<file path="src/rtl/sm3_pkg.sv">
// Shared constants, types and word-level helpers for the SM3 compression engine.
// Rotations take their amount modulo 32; a zero amount returns the operand unchanged.
package sm3_pkg;

  localparam logic [31:0]  T_LO = 32'h79cc4519;
  localparam logic [31:0]  T_HI = 32'h7a879d8a;
  localparam logic [255:0] IV   = 256'h7380166f_4914b2b9_172442d7_da8a0600_a96f30bc_163138aa_e38dee4d_b0fb0e4e;

  typedef enum logic [1:0] {
    ST_IDLE = 2'd0,
    ST_RUN  = 2'd1,
    ST_DONE = 2'd2
  } state_t;

  function automatic logic [31:0] rotl32(input logic [31:0] x, input logic [4:0] n);
    return (x << n) | (x >> (6'd32 - {1'b0, n}));
  endfunction

  function automatic logic [31:0] p0(input logic [31:0] x);
    return x ^ rotl32(x, 5'd9) ^ rotl32(x, 5'd17);
  endfunction

  function automatic logic [31:0] p1(input logic [31:0] x);
    return x ^ rotl32(x, 5'd15) ^ rotl32(x, 5'd23);
  endfunction

  // Word 0 sits in the most significant 32 bits of each bus.
  function automatic logic [31:0] word256(input logic [255:0] bus, input int idx);
    return bus[255-32*idx -: 32];
  endfunction

  function automatic logic [31:0] word512(input logic [511:0] bus, input int idx);
    return bus[511-32*idx -: 32];
  endfunction

endpackage

</file>
<file path="src/rtl/sm3_cmprss_ceil_comb.sv">
// One combinational SM3 compression round: maps A..H to the next A..H.
// Tj arrives already rotated by the round index; sm_16 selects the round-0..15 boolean functions.
module sm3_cmprss_ceil_comb
  import sm3_pkg::*;
(
  input  logic [255:0] v_in,
  input  logic [31:0]  w,
  input  logic [31:0]  w_p,
  input  logic [31:0]  t_j,
  input  logic         sm_16,
  output logic [255:0] v_out
);

  logic [31:0] a, b, c, d, e, f, g, h;
  logic [31:0] a12, ss1, ss2, ff_v, gg_v, tt1, tt2;

  assign {a, b, c, d, e, f, g, h} = v_in;

  assign a12  = rotl32(a, 5'd12);
  assign ss1  = rotl32(a12 + e + t_j, 5'd7);
  assign ss2  = ss1 ^ a12;
  assign ff_v = sm_16 ? (a ^ b ^ c) : ((a & b) | (a & c) | (b & c));
  assign gg_v = sm_16 ? (e ^ f ^ g) : ((e & f) | (~e & g));
  assign tt1  = ff_v + d + ss2 + w_p;
  assign tt2  = gg_v + h + ss1 + w;

  assign v_out = {tt1, a, rotl32(b, 5'd9), c, p0(tt2), e, rotl32(f, 5'd19), g};

endmodule

</file>
<file path="src/rtl/sm3_msg_expd.sv">
// Sliding 16-word message window Wj..Wj+15 with an RND_PER_CYC-wide expansion stage.
// Words produced in the same cycle feed each other directly, so wide unrolls chain combinationally.
module sm3_msg_expd
  import sm3_pkg::*;
#(
  parameter int RND_PER_CYC = 1
) (
  input  logic         clk,
  input  logic         rst_n,
  input  logic         load,
  input  logic         shift,
  input  logic [511:0] blk,
  output logic [31:0]  w_win [RND_PER_CYC+4]
);

  logic [31:0] win_reg  [16];
  logic [31:0] win_next [16];
  logic [31:0] ext      [16+RND_PER_CYC];

  always_comb begin
    for (int i = 0; i < 16; i++) begin
      ext[i] = win_reg[i];
    end
    for (int n = 16; n < 16 + RND_PER_CYC; n++) begin
      ext[n] = p1(ext[n-16] ^ ext[n-9] ^ rotl32(ext[n-3], 5'd15))
             ^ rotl32(ext[n-13], 5'd7) ^ ext[n-6];
    end
  end

  for (genvar gi = 0; gi < 16; gi++) begin : g_win
    assign win_next[gi] = load  ? word512(blk, gi) :
                          shift ? ext[gi+RND_PER_CYC] : win_reg[gi];
  end

  always_ff @(posedge clk or negedge rst_n) begin
    if (!rst_n) begin
      for (int i = 0; i < 16; i++) win_reg[i] <= '0;
    end else begin
      for (int i = 0; i < 16; i++) win_reg[i] <= win_next[i];
    end
  end

  for (genvar gi = 0; gi < RND_PER_CYC + 4; gi++) begin : g_out
    assign w_win[gi] = win_reg[gi];
  end

endmodule

</file>
<file path="src/rtl/sm3_cmprss_iter.sv">
// Iterative SM3 compression engine: V(i+1) = CF(V(i), B(i)), RND_PER_CYC rounds per clock.
// Accepts one block in IDLE, runs 64/RND_PER_CYC cycles, then holds the result in DONE until taken.
module sm3_cmprss_iter
  import sm3_pkg::*;
#(
  parameter int RND_PER_CYC = 1,
  parameter bit FEED_FWD    = 1
) (
  input  logic         clk,
  input  logic         rst_n,
  input  logic         in_valid,
  output logic         in_ready,
  input  logic [511:0] blk_i,
  input  logic [255:0] v_i,
  output logic         out_valid,
  input  logic         out_ready,
  output logic [255:0] v_o,
  output logic         busy_o
);

  if (!(RND_PER_CYC == 1 || RND_PER_CYC == 2 || RND_PER_CYC == 4 || RND_PER_CYC == 8)) begin : g_bad_rnd
    $error("sm3_cmprss_iter: RND_PER_CYC must be 1, 2, 4 or 8");
  end

  localparam logic [6:0] RND_STEP = 7'(RND_PER_CYC);

  state_t       state_reg, state_next;
  logic [6:0]   j_reg;
  logic [255:0] abcd_reg, vi_reg, v_o_reg;
  logic [255:0] rnd_out;
  logic [31:0]  w_win [RND_PER_CYC+4];
  logic         accept, run_act, run_last;

  assign accept   = (state_reg == ST_IDLE) && in_valid;
  assign run_act  = (state_reg == ST_RUN);
  assign run_last = run_act && (j_reg + RND_STEP == 7'd64);

  always_ff @(posedge clk or negedge rst_n) begin
    if (!rst_n) state_reg <= ST_IDLE;
    else        state_reg <= state_next;
  end

  always_comb begin
    state_next = state_reg;
    case (state_reg)
      ST_IDLE: if (in_valid)                      state_next = ST_RUN;
      ST_RUN:  if (j_reg + RND_STEP == 7'd64)     state_next = ST_DONE;
      ST_DONE: if (out_ready)                     state_next = ST_IDLE;
      default:                                    state_next = ST_IDLE;
    endcase
  end

  // Handshake outputs depend on state only, so no input-to-output combinational path exists.
  always_comb begin
    in_ready  = 1'b0;
    out_valid = 1'b0;
    busy_o    = 1'b0;
    case (state_reg)
      ST_IDLE: in_ready  = 1'b1;
      ST_RUN:  busy_o    = 1'b1;
      ST_DONE: out_valid = 1'b1;
      default: in_ready  = 1'b0;
    endcase
  end

  assign v_o = v_o_reg;

  sm3_msg_expd #(
    .RND_PER_CYC (RND_PER_CYC)
  ) u_msg_expd (
    .clk   (clk),
    .rst_n (rst_n),
    .load  (accept),
    .shift (run_act),
    .blk   (blk_i),
    .w_win (w_win)
  );

  for (genvar gi = 0; gi < RND_PER_CYC; gi++) begin : g_rnd
    logic [6:0]   k;
    logic [31:0]  t_j;
    logic [255:0] v_in_w, v_out_w;

    assign k   = j_reg + 7'(gi);
    assign t_j = rotl32((k < 7'd16) ? T_LO : T_HI, k[4:0]);

    if (gi == 0) begin : g_head
      assign v_in_w = abcd_reg;
    end else begin : g_link
      assign v_in_w = g_rnd[gi-1].v_out_w;
    end

    sm3_cmprss_ceil_comb u_ceil (
      .v_in  (v_in_w),
      .w     (w_win[gi]),
      .w_p   (w_win[gi] ^ w_win[gi+4]),
      .t_j   (t_j),
      .sm_16 (k < 7'd16),
      .v_out (v_out_w)
    );
  end

  assign rnd_out = g_rnd[RND_PER_CYC-1].v_out_w;

  always_ff @(posedge clk or negedge rst_n) begin
    if (!rst_n) begin
      j_reg    <= '0;
      abcd_reg <= '0;
      vi_reg   <= '0;
      v_o_reg  <= '0;
    end else if (accept) begin
      j_reg    <= '0;
      abcd_reg <= v_i;
      vi_reg   <= v_i;
    end else if (run_act) begin
      j_reg    <= j_reg + RND_STEP;
      abcd_reg <= rnd_out;
      if (run_last) v_o_reg <= FEED_FWD ? (rnd_out ^ vi_reg) : rnd_out;
    end
  end

endmodule

</file>
<file path="config.mk">
export PLATFORM = sky130hd
export DESIGN_NAME = sm3_cmprss_iter
export DESIGN_NICKNAME = d
export VERILOG_FILES = /design/src/rtl/sm3_pkg.sv /design/src/rtl/sm3_cmprss_ceil_comb.sv /design/src/rtl/sm3_msg_expd.sv /design/src/rtl/sm3_cmprss_iter.sv
export SDC_FILE = /design/constraint.sdc
export NUM_CORES = 2
export LEC_CHECK = 0
export ABC_AREA = 0
export BUFFER_PORTS_ARGS = -buffer_cell sky130_fd_sc_hd__buf_4
export CAP_MARGIN = 20
export CORE_MARGIN = 8
export CORE_UTILIZATION = 37
export DETAILED_ROUTE_END_ITERATION = 8
export GPL_ROUTABILITY_DRIVEN = 0
export PLACE_DENSITY = 0.63
export SETUP_SLACK_MARGIN = 0.15
export SYNTH_ARGS = -nofsm -noshare
export SYNTH_HDL_FRONTEND = slang
export SYNTH_HIERARCHICAL = 1
export SYNTH_SLANG_ARGS = --single-unit
export TNS_END_PERCENT = 1
</file>
<file path="constraint.sdc">
create_clock -name clk -period 13.74 [get_ports clk]
set_clock_uncertainty 0.15 [all_clocks]
set_input_delay 2.061 -clock clk [delete_from_list [all_inputs] [get_ports clk]]
set_output_delay 2.061 -clock clk [all_outputs]
set_load 0.02 [all_outputs]
</file>
==> impl_metrics.ini <==
[global_routing]
antenna_found_initial = 36
grt_overflow = 0
grt_max_degree = 277
grt_pass1_vias = 58700
grt_usage_pct = 28.9
grt_pass1_wl_um = 442000

[cells_and_area]
fillers = 18900
drive_above_1_share_pct = 17.7
largest_reg_flops = 352
nets = 9148
area_growth_pct = 18.2

[timing]
rsz0062_at_grt = false
setup_viol = 0
final_max_slew_viol_count = 0
setup_tns_ns = 0
clock.fmax_mhz = 82.5
setup_slack_ns = 1.62
post-route-min-period_ns = 12.12
tightestPinTransition_ns = 1.14
max-slew-margin-rel_pct = 24.0
hold_viol_final = 0
fin_crit_sh_pct = 88.2

[critical_path]
arrival_ns = 12.65
critical_path_depth = 38
slowest_delay_ns = 1.31
crit_buf_inv = 6
timing.rr.end = v_o[247]$_DFFE_PN0P_
slowest_stage = ha_1
regToRegStartpoint = j_reg[1]$_DFFE_PN0P_
start_kind = flop
crit_top_cell = fa_1
r2r_slack_ns = 1.62
cp.required_ns = 14.27
r2r_cells = 38
cp_max_fo = 56
cp_top_family = compound AO/OA/AOI/OAI gates
cp-end-kind = flop
critical_path_class = flop to flop

[die]
pin_count = 1031
coreArea_um2 = 197000
start_util_pct = 37.2
rows = 163
dieHeight_um = 461
dieArea_um2 = 213000
die_x_um = 461

[min_path]
min_to = abcd_reg[11]$_DFFE_PN0P_
worstHoldPathCells = 2
hp-start = abcd_reg[11]$_DFFE_PN0P_
min_path_type = flop to flop

[route]
drtAntennaViolNets = 0
vias_per_cell = 5.49
routedWlPerCell_um = 29.5
dr.pass1.iters = 9
wl_met1_um = 126000
routed-wl-met3_um = 28300
via_count = 59700
highest_layer = met5
drt_iter0_drc = 7029
post-route-drc-count = 7
routed_wl_um = 321000
wl_met2_um = 144000

[synthesis]
synth_area_um2 = 73400
synth_warnings = 6
synth_fp_nets = 8541
avgSynthCellArea_um2 = 9.81
syn_inst = 7480

[clock_tree]
postCtsSetupBuffers = 0
cts_tree = done
clkSlewWorstSetupHoldPaths_ns = 0.06
clockRootBuffer = clkbuf_16
numCtsBuffers = 148
h-tree-depth = 4
cts_sinks = 1289
post_cts_resized = 0
cts_max_path_buffers = 3
hold_buffers = 0
clkLatencyLatePin_ns = 0.82

[placed_design]
pre_cts_ws_ns = 2.13
hpwl_um = 252000
portBuffers = 1030

[status]
violations = DRC
run_status = finished with violations

[run]
cap_violations = 0
## through the flow
step / utilization (%) / cells / cell area [um2] / hold WS, ns
finish: 44.0 / 10900 / 86700 / 0.328
global route: 44.0 / 10900 / 86700 / 0.350
CTS: 43.9 / 10800 / 86600 / 0.334
detailed placement: 41.3 / 10600 / 81400 / 0.321
global placement: 41.3 / 10600 / 81400 / 0.316
floorplan: - / 7480 / 73400 / 0.299
## worst register-to-register path: cells and delay by family (launching register included)
family,cells,cell delay (ns)
AO/OA/AOI/OAI,17,4.24
XOR/XNOR,4,0.77
adder cells (fa/ha/maj),8,4.10
buffers and inverters,6,1.88
flip-flops,1,0.32
multiplexers,1,0.30
AND/OR/NAND/NOR,2,0.24
## layout make-up
cell class                      count  area (um2)  share of cell area [%]
Antenna cell                       25        62.6                  0.0721
Sequential cell                  1289       32300                    37.2
Tap cell                         2640        3300                    3.81
Multi-Input combinational cell   5286       36400                    42.0
Clock inverter                     57         847                   0.977
Inverter                          256         978                    1.13
Timing Repair Buffer             1106        8510                    9.81
Clock buffer                      209        4350                    5.01
## cell usage in the layout (no fill, tap or decap), drive strengths merged, types with 209 or more instances in the layout
cell and instances:
nand2 1859, dfrtp 1289, buf 1106, o21ai 630
mux2i 515, xor2 379, nand3 296, mux2 272
inv 264, xnor2 261, clkbuf 209
## how the worst max path moves through the flow
stage / from / end
CTS: j_reg[1]$_DFFE_PN0P_ / v_o[247]$_DFFE_PN0P_
detailed placement: j_reg[1]$_DFFE_PN0P_ / v_o[247]$_DFFE_PN0P_
global placement: j_reg[1]$_DFFE_PN0P_ / v_o[247]$_DFFE_PN0P_
global route: j_reg[1]$_DFFE_PN0P_ / v_o[247]$_DFFE_PN0P_
finish: j_reg[1]$_DFFE_PN0P_ / v_o[247]$_DFFE_PN0P_
floorplan: j_reg[0]$_DFFE_PN0P_ / v_o[247]$_DFFE_PN0P_
## routing by layer
layer / track usage [%] / vias to the layer above
li1: - / 25900
met5: 0 / -
met1: 36.8 / 29700
met2: 44.9 / 3287
met3: 6.90 / 728
met4: 16.6 / 12
Power is not shown: default switching activity piles up to over one toggle a cycle in this logic, so the estimate is an artifact.
